$ cat config.mk
export PLATFORM = sky130hd
export DESIGN_NAME = sti_dac_param
export DESIGN_NICKNAME = d
export VERILOG_FILES = /design/src/rtl/sti_dac_param.sv
export SDC_FILE = /design/constraint.sdc
export NUM_CORES = 1
export LEC_CHECK = 0
export BUFFER_PORTS_ARGS = -buffer_cell sky130_fd_sc_hd__buf_4
export CAP_MARGIN = 20
export CORE_AREA = 8 8 112 104
export DETAILED_ROUTE_END_ITERATION = 8
export DIE_AREA = 0 0 120 112
export HOLD_SLACK_MARGIN = 0.08
export MAX_ROUTING_LAYER = met4
export PLACE_DENSITY_LB_ADDON = 0.2
export SYNTH_ARGS = -nofsm -noshare
export SYNTH_HDL_FRONTEND = slang
export SYNTH_SLANG_ARGS = --single-unit
$ cat constraint.sdc
create_clock -name clk -period 4.25 [get_ports clk]
set_clock_uncertainty 0.05 [all_clocks]
set_input_delay 1.0625 -clock clk [delete_from_list [all_inputs] [get_ports clk]]
set_output_delay 1.0625 -clock clk [all_outputs]
set_load 0.02 [all_outputs]
$ cat src/rtl/sti_dac_param.sv
// Parametrised serial transmitter and checkerboard data-arrange controller.
// Define STI_DAC_ZERO_FILL_EN to zero-fill unwritten bytes after the end word.
module sti_dac_param #(
    parameter int unsigned DW        = 16,
    parameter int unsigned LW        = 2,
    parameter int unsigned MEM_DEPTH = 256,
    parameter int unsigned BANKS     = 4,
    localparam int unsigned AW       = $clog2(MEM_DEPTH / (2 * BANKS))
) (
    input  logic             clk,
    input  logic             reset,
    input  logic             load,
    output logic             in_ready,
    input  logic [DW-1:0]    pi_data,
    input  logic [LW-1:0]    pi_length,
    input  logic             pi_fill,
    input  logic             pi_msb,
    input  logic             pi_low,
    input  logic             pi_end,
    output logic             so_data,
    output logic             so_valid,
    output logic [7:0]       oem_dataout,
    output logic [AW-1:0]    oem_addr,
    output logic [BANKS-1:0] odd_wr,
    output logic [BANKS-1:0] even_wr,
    output logic             oem_finish
);

    localparam int unsigned NMAX = 8 * (2 ** LW);
    localparam int unsigned IW   = $clog2(NMAX);
    localparam int unsigned BIW  = IW + 1;
    localparam int unsigned CW   = LW + 1;
    localparam int unsigned KW   = $clog2(MEM_DEPTH) + 1;
    localparam int unsigned GSH  = $clog2(MEM_DEPTH / BANKS);

    typedef enum logic [2:0] {IDLE, SHIFT, WRITE, FILL, DONE} state_t;

    state_t            state;
    logic [NMAX-1:0]   ser_q;
    logic [LW-1:0]     len_q;
    logic              end_q;
    logic [BIW-1:0]    bit_idx;
    logic [CW-1:0]     byte_idx;
    logic [KW-1:0]     k;

    logic [NMAX-1:0]   shaped_c;
    logic [BIW-1:0]    n_q;
    logic [CW-1:0]     l_q;
    logic              k_room;
    logic              odd_sel;
    logic [BANKS-1:0]  bank_sel;
    logic              fill_go;
    logic              do_wr;
    logic [7:0]        wr_byte;

    // Shaped word in transmit order: bit i of the result is serial bit i.
    function automatic logic [NMAX-1:0] shape_serial(input logic [DW-1:0] d,
                                                     input logic [LW-1:0] len,
                                                     input logic fill,
                                                     input logic msb,
                                                     input logic low);
        int unsigned     n;
        logic [NMAX-1:0] v;
        logic [NMAX-1:0] rev;
        n = 8 * (32'(len) + 1);
        if (n < DW)
            v = low ? NMAX'(d >> (DW - n)) : (NMAX'(d) & ~({NMAX{1'b1}} << n));
        else
            v = fill ? (NMAX'(d) << (n - DW)) : NMAX'(d);
        rev = {<<{v}};
        return msb ? (rev >> (NMAX - n)) : v;
    endfunction

    // Memory byte idx: serial bits 8*idx.., first-sent bit lands in bit 7.
    function automatic logic [7:0] byte_of(input logic [NMAX-1:0] s,
                                           input logic [CW-1:0] idx);
        logic [NMAX-1:0] c;
        logic [7:0]      b;
        c = s >> {idx, 3'b000};
        b = c[7:0];
        return {<<{b}};
    endfunction

    assign shaped_c = shape_serial(pi_data, pi_length, pi_fill, pi_msb, pi_low);
    assign n_q      = BIW'(8 * (32'(len_q) + 1));
    assign l_q      = CW'(len_q) + CW'(1);
    assign k_room   = (k < KW'(MEM_DEPTH));
    assign odd_sel  = (k[0] == k[3]);
    assign bank_sel = BANKS'(1) << (k >> GSH);

`ifdef STI_DAC_ZERO_FILL_EN
    assign fill_go = k_room;
`else
    assign fill_go = 1'b0;
`endif

    // Byte to be written on the coming edge, if any.
    always_comb begin
        do_wr   = 1'b0;
        wr_byte = 8'h00;
        case (state)
            SHIFT: begin
                if (bit_idx == n_q) begin
                    do_wr   = 1'b1;
                    wr_byte = byte_of(ser_q, CW'(0));
                end
            end
            WRITE: begin
                if (byte_idx != l_q) begin
                    do_wr   = 1'b1;
                    wr_byte = byte_of(ser_q, byte_idx);
                end else if (end_q && fill_go) begin
                    do_wr = 1'b1;
                end
            end
            FILL:    do_wr = k_room;
            default: do_wr = 1'b0;
        endcase
    end

    always_ff @(posedge clk or posedge reset) begin
        if (reset) begin
            state       <= IDLE;
            ser_q       <= '0;
            len_q       <= '0;
            end_q       <= 1'b0;
            bit_idx     <= '0;
            byte_idx    <= '0;
            k           <= '0;
            in_ready    <= 1'b1;
            so_data     <= 1'b0;
            so_valid    <= 1'b0;
            oem_dataout <= 8'h00;
            oem_addr    <= '0;
            odd_wr      <= '0;
            even_wr     <= '0;
            oem_finish  <= 1'b0;
        end else begin
            // Saturated counter suppresses strobes but not the serial stream.
            if (do_wr && k_room) begin
                odd_wr      <= odd_sel ? bank_sel : '0;
                even_wr     <= odd_sel ? '0 : bank_sel;
                oem_addr    <= k[GSH-1:1];
                oem_dataout <= wr_byte;
                k           <= k + KW'(1);
            end else begin
                odd_wr      <= '0;
                even_wr     <= '0;
                oem_addr    <= '0;
                oem_dataout <= 8'h00;
            end

            case (state)
                IDLE: begin
                    if (load) begin
                        ser_q    <= shaped_c;
                        len_q    <= pi_length;
                        end_q    <= pi_end;
                        so_valid <= 1'b1;
                        so_data  <= shaped_c[0];
                        bit_idx  <= BIW'(1);
                        in_ready <= 1'b0;
                        state    <= SHIFT;
                    end
                end
                SHIFT: begin
                    if (bit_idx == n_q) begin
                        so_valid <= 1'b0;
                        so_data  <= 1'b0;
                        byte_idx <= CW'(1);
                        state    <= WRITE;
                    end else begin
                        so_data <= ser_q[bit_idx[IW-1:0]];
                        bit_idx <= bit_idx + BIW'(1);
                    end
                end
                WRITE: begin
                    if (byte_idx == l_q) begin
                        if (!end_q) begin
                            in_ready <= 1'b1;
                            state    <= IDLE;
                        end else if (fill_go) begin
                            state <= FILL;
                        end else begin
                            oem_finish <= 1'b1;
                            state      <= DONE;
                        end
                    end else begin
                        byte_idx <= byte_idx + CW'(1);
                    end
                end
                FILL: begin
                    if (!k_room) begin
                        oem_finish <= 1'b1;
                        state      <= DONE;
                    end
                end
                DONE:    state <= DONE;
                default: state <= IDLE;
            endcase
        end
    end

endmodule

# Yosys cells after proc, flatten, opt, wreduce, memory -nomap -nowiden
# Cells that the tools add are included.
# W data, S select, Z words.
[classes]
add_sub_neg = 9
shifts = 6
n_bitwise = 2
eq_ne = 16
n_reduce_logical = 14
n_mux = 44
order_cmp = 3
[ops]
columns = ["cell", "n"]
rows = [
  ["$mux W32", 4],
  ["$and A16 B32 Y32", 1],
  ["$not A32 Y32", 1],
  ["$shl A16 B32 Y32", 1],
  ["$shl A32 B6 Y32 const A", 1],
  ["$shr A16 B32 Y32", 1],
  ["$shr A32 B32 Y32", 1],
  ["$shr A32 B6 Y8", 1],
  ["$mux W8", 3],
  ["$mux W3", 7],
  ["$mux W4", 4],
  ["$ne A2 B2 Y1 const B", 8],
  ["$pmux W8 S2", 1],
  ["$pmux W3 S5", 1],
  ["$mux W1", 13],
  ["$mux W6", 2],
  ["$pmux W6 S2", 1],
  ["$reduce_and A4 Y1", 3],
  ["$add A2 B1 Y3 const B", 3],
  ["$add A9 B1 Y9 const B", 1],
  ["$lt A9 B9 Y1 const B", 1],
  ["$reduce_and A3 Y1", 3],
  ["$pmux W1 S2", 4],
  ["$reduce_bool A2 Y1", 4],
  ["22 further kinds", 24],
]
[word_totals]
output_inout_bits = 25
elab_cells = 109
inputBits = 25
ff_bits = 81

# Longest topological paths before layout
[logic_depth]
word_depth = 10
ltp_mapped = 11
depth_no_buf = 9

# Least setup slack after synthesis
# OpenSTA, ideal clock, no wires.
[synth_timing]
kind = "in2reg"
start = "in pi_length[0]"
end = "reg ser_q[6]"
path_buffers = 4
setup_time_ns = 0.065
path_stages = 9
t_required_ns = 4.135
arrival_ns = 2.995
path_slack_ns = 1.140
path_cell_list = "buf_4 -> clkinv_1 -> ha_1 -> buf_2 -> buf_2 -> clkbuf_1 -> a31oi_1 -> a221oi_1 -> o22a_1"
[synth_between]
elab_chain_cells = 8
word_cells_on_any_way = 15
cone_classes = "add/sub (4); order compare (1); shift (4); mux (4); bitwise (2)"
[synth_rtl]
columns = ["element", "line_no", "rtl"]
rows = [
  ["start, declared", "15", "input logic [LW-1:0] pi_length,"],
  ["$add A2 B1 Y3 *", "65", "n = 8 * (32'(len) + 1);"],
  ["parallel branches: the longest is 6 deep, another holds $sub A6 B5 Y7", "n/a", ""],
  ["$mux W32 *", "71", "return msb ? (rev >> (NMAX - n)) : v;"],
  ["end signal, assigned", "156", "ser_q <= shaped_c;"],
  ["end, declared", "39", "logic [NMAX-1:0] ser_q;"],
]
# Every way passes the cells marked *.
# A chain may end at the register's enable or synchronous reset.

# Worst setup path in the final report
[layout_timing]
start = "in pi_length[0]"
end = "reg ser_q[15]"
# Same word-level chain as after synthesis.

==> run_results.csv <==
group,metric,value,unit
final_layout,n_antenna_cell,0,
global_routing,track_usage,0.253,
floorplanning,fp.dieW,120,µm
final_layout,area_growth_syn_to_layout,13.8,%
clock_tree,cts_resized,0,
synth,async_reset_ff_frac,1.00,
synth,ys_seq_area_frac,0.389,
flow_run,maxCapViolCount,0,
drt,firstDrtPassIters,5,
drt,vias,4772,
placement,io_buffers,49,
pwr,fin_total_pwr,3.34,mW
global_routing,grt_pass1_wl,26400,µm
placement,dp_hpwl,11800,µm
floorplanning,initial_utilization,0.529,
global_routing,antenna_found_initial,0,
sta,hold_ws,0.441,ns
final_layout,nNetsFinal,632,
sta,setup_violations,0,
global_routing,grt_max_degree,44,
critical_path,max_stage_delay,0.51,ns
clock_tree,clk_pin_slew_worst_paths,0.09,ns
final_layout,final_common_cell,"dfrtp_1",
sta,timing.fmax,306,MHz
synth,yosysTopAreaCellShare,0.384,
sta,hold_violations,0,
clock_tree,cts_hold_buffers,0,
final_layout,nFillCells,879,
sta,fin_crit_sh,0.768,
pwr,leakage,2.59,nW
drt,detail_route.wl_per_cell,21.8,µm
global_routing,grt_overflow_total,0,
global_routing,grt_pass1_vias,4831,
critical_path,start_kind,"input pin",
synth,syn_nets,595,
min_path,min_path_type,"reg -> reg",
sta,slew_violations,0,
clock_tree,htreeDepth,3,
critical_path,crit_path_max_fanout,13,
clock_tree,insertion_delay,0.36,ns
critical_path,path_class,"in -> reg",
drt,post_drt_via_cell_ratio,6.53,
drt,ant_nets,0,
synth,syn-cell-area,0.00521,mm²
critical_path,arrival,3.51,ns
final_layout,layout-drive-gt1-share,0.206,
floorplanning,die_area,0.0134,mm²
floorplanning,io_pins,50,
synth,netlist_instances,560,
critical_path,slowest_stage,"and2_1",
clock_tree,cts_buffers,9,
synth,synth_edf_count,0,
floorplanning,core_region_area,0.00985,mm²
sta,relSlewSlack,0.527,
critical_path,cp_data_required_time,4.49,ns
floorplanning,die_h,112,µm
synth,ys.warnings.count,0,
sta,setup_tns,0,ns
synth,ys_ff_latch,81,
sta,period_needed,3.27,ns
drt,drc,0,
pwr,max-vdd-ir-drop,0.359,mV
critical_path,critPathCaptureType,"flip-flop",
clock_tree,cts_setup_buffers,0,
final_layout,most-common-layout-cells,"dfrtp_1 (80), buf_4 (71), nand2_1 (62)",
synth,synthTopCellsByArea,"dfrtp_1 (38%), mux4_2 (6.9%), a22oi_1 (4.9%)",
sta,tightest_slew,0.710,ns
synth,synth_cell_type_count,66,
pwr,powerDensity,563,mW/mm²
drt,drt_iter0_markers,481,
sta,rsz0062_at_grt,"false",
clock_tree,max-clock-path-buffers,2,
floorplanning,rows,35,
placement,place.gp.congestion,0.994,
critical_path,crit_path_cell_trace,"buf_4 -> clkinv_1 -> ha_1 -> and2_1 -> nand2_1 -> o21ai_0 -> a22oi_1 -> a311oi_1 -> a221o_1",
final_layout,fin_util,0.602,
clock_tree,root_buffer,"clkbuf_8",
clock_tree,tritoncts,"yes",
synth,yosys.area.top_type,"dfrtp_1",
drt,drt_wl_total,16000,µm
synth,synth.avg_cell_area,9.31,µm²
synth,dominantRegCellSynth,"dfrtp_1",
clock_tree,cts_sinks,81,
outcome,outcome,"completed",
per-layer routing:
| metal | track usage | wire (µm) | vias up | share of wire |
|---|---|---|---|---|
| met5 | - | 0 | - | 0 |
| met4 | 0.111 | 505 | 0 | 0.032 |
| met3 | 0.0334 | 1040 | 37 | 0.065 |
| met2 | 0.383 | 7510 | 215 | 0.47 |
| met1 | 0.335 | 6910 | 2378 | 0.43 |
| li1 | - | - | 2142 | - |
kinds of logic (layout without fill, tap and decap cells):
| kind of cell | after synthesis | after routing | synth area share |
|---|---|---|---|
| simple gates | 197 | 197 | 0.177 |
| fa+ha+maj | 11 | 11 | 0.0259 |
| flops | 81 | 81 | 0.389 |
| compound gates | 165 | 165 | 0.229 |
| mux | 26 | 26 | 0.0893 |
| buf+inv | 59 | 101 | 0.0523 |
| xor+xnor | 21 | 21 | 0.0367 |
where the power goes:
| group | switching (mW) | internal, mW |
|---|---|---|
| Clock | 0.308 | 0.337 |
| Sequential | 0.356 | 1.02 |
| Combinational | 0.668 | 0.652 |
critical path: cells and delay by family:
kind | cells | cell delay, ns
AO/OA/AOI/OAI | 4 | 1.15
adder cells (fa/ha/maj) | 1 | 0.42
buffers and inverters | 2 | 0.19
AND/OR/NAND/NOR | 2 | 0.68
cell usage after synthesis (3+ instances only):
master and number:
a31oi_1 7, mux4_2 16, nand4_1 4, a32oi_1 3
o22ai_1 3, and2_1 8, a21o_1 7, nand2b_1 6
buf_2 20, mux2_2 4, buf_4 3, dfrtp_1 80
xor2_1 11, a2bb2oi_1 3, inv_1 12, or2_2 4
a22oi_1 34, nor2b_1 6, nand2_1 62, xnor2_1 9
ha_1 10, nand3b_1 3, a221o_1 4, a221oi_1 9
mux2i_1 6, a21oi_1 26, nor2_1 57, nor3_1 13
a22o_1 11, and3_1 4, o21ai_0 27, nand3_1 19
o221ai_1 6, clkbuf_1 19
sequential cells by signal, summed over array words and instances, names as in the netlist, 2 cells and up:
name,flops
ser_q,32
k,9
oem_dataout,8
bit_idx,6
oem_addr,5
even_wr,4
odd_wr,4
byte_idx,3
state,3
len_q,2
stage by stage:
stage	setup slack [ns]	std cells	cell area [µm²]
finish	0.985	731	5930
global route	0.833	731	5930
CTS	1.05	731	5930
detailed placement	0.678	715	5700
global placement	0.655	715	5700
floorplan	1.06	560	5210
path summary, 6_finish.rpt:
kind	from	cells after the start	slack, ns	end
worst max-delay path	pi_length[0]	9	0.98	ser_q[15]
worst min-delay path	oem_finish	1	0.44	oem_finish
min in group asynchronous	reset	2	0.60	ser_q[13]
max in group asynchronous	reset	3	2.81	in_ready
worst min register to register	oem_finish	1	0.44	oem_finish
worst max register to register	state[2]	6	1.63	so_data
cell type report:
class                           count  area [µm²]  share of cell area
Multi-Input combinational cell    420        2910               0.491
Sequential cell                    81        2030               0.342
Timing Repair Buffer               72         553              0.0933
Tap cell                          129         161              0.0272
Clock buffer                        9         124              0.0209
Clock inverter                      7         101              0.0171
Inverter                           13        50.0             0.00844
(Power assumes the default switching activity.)
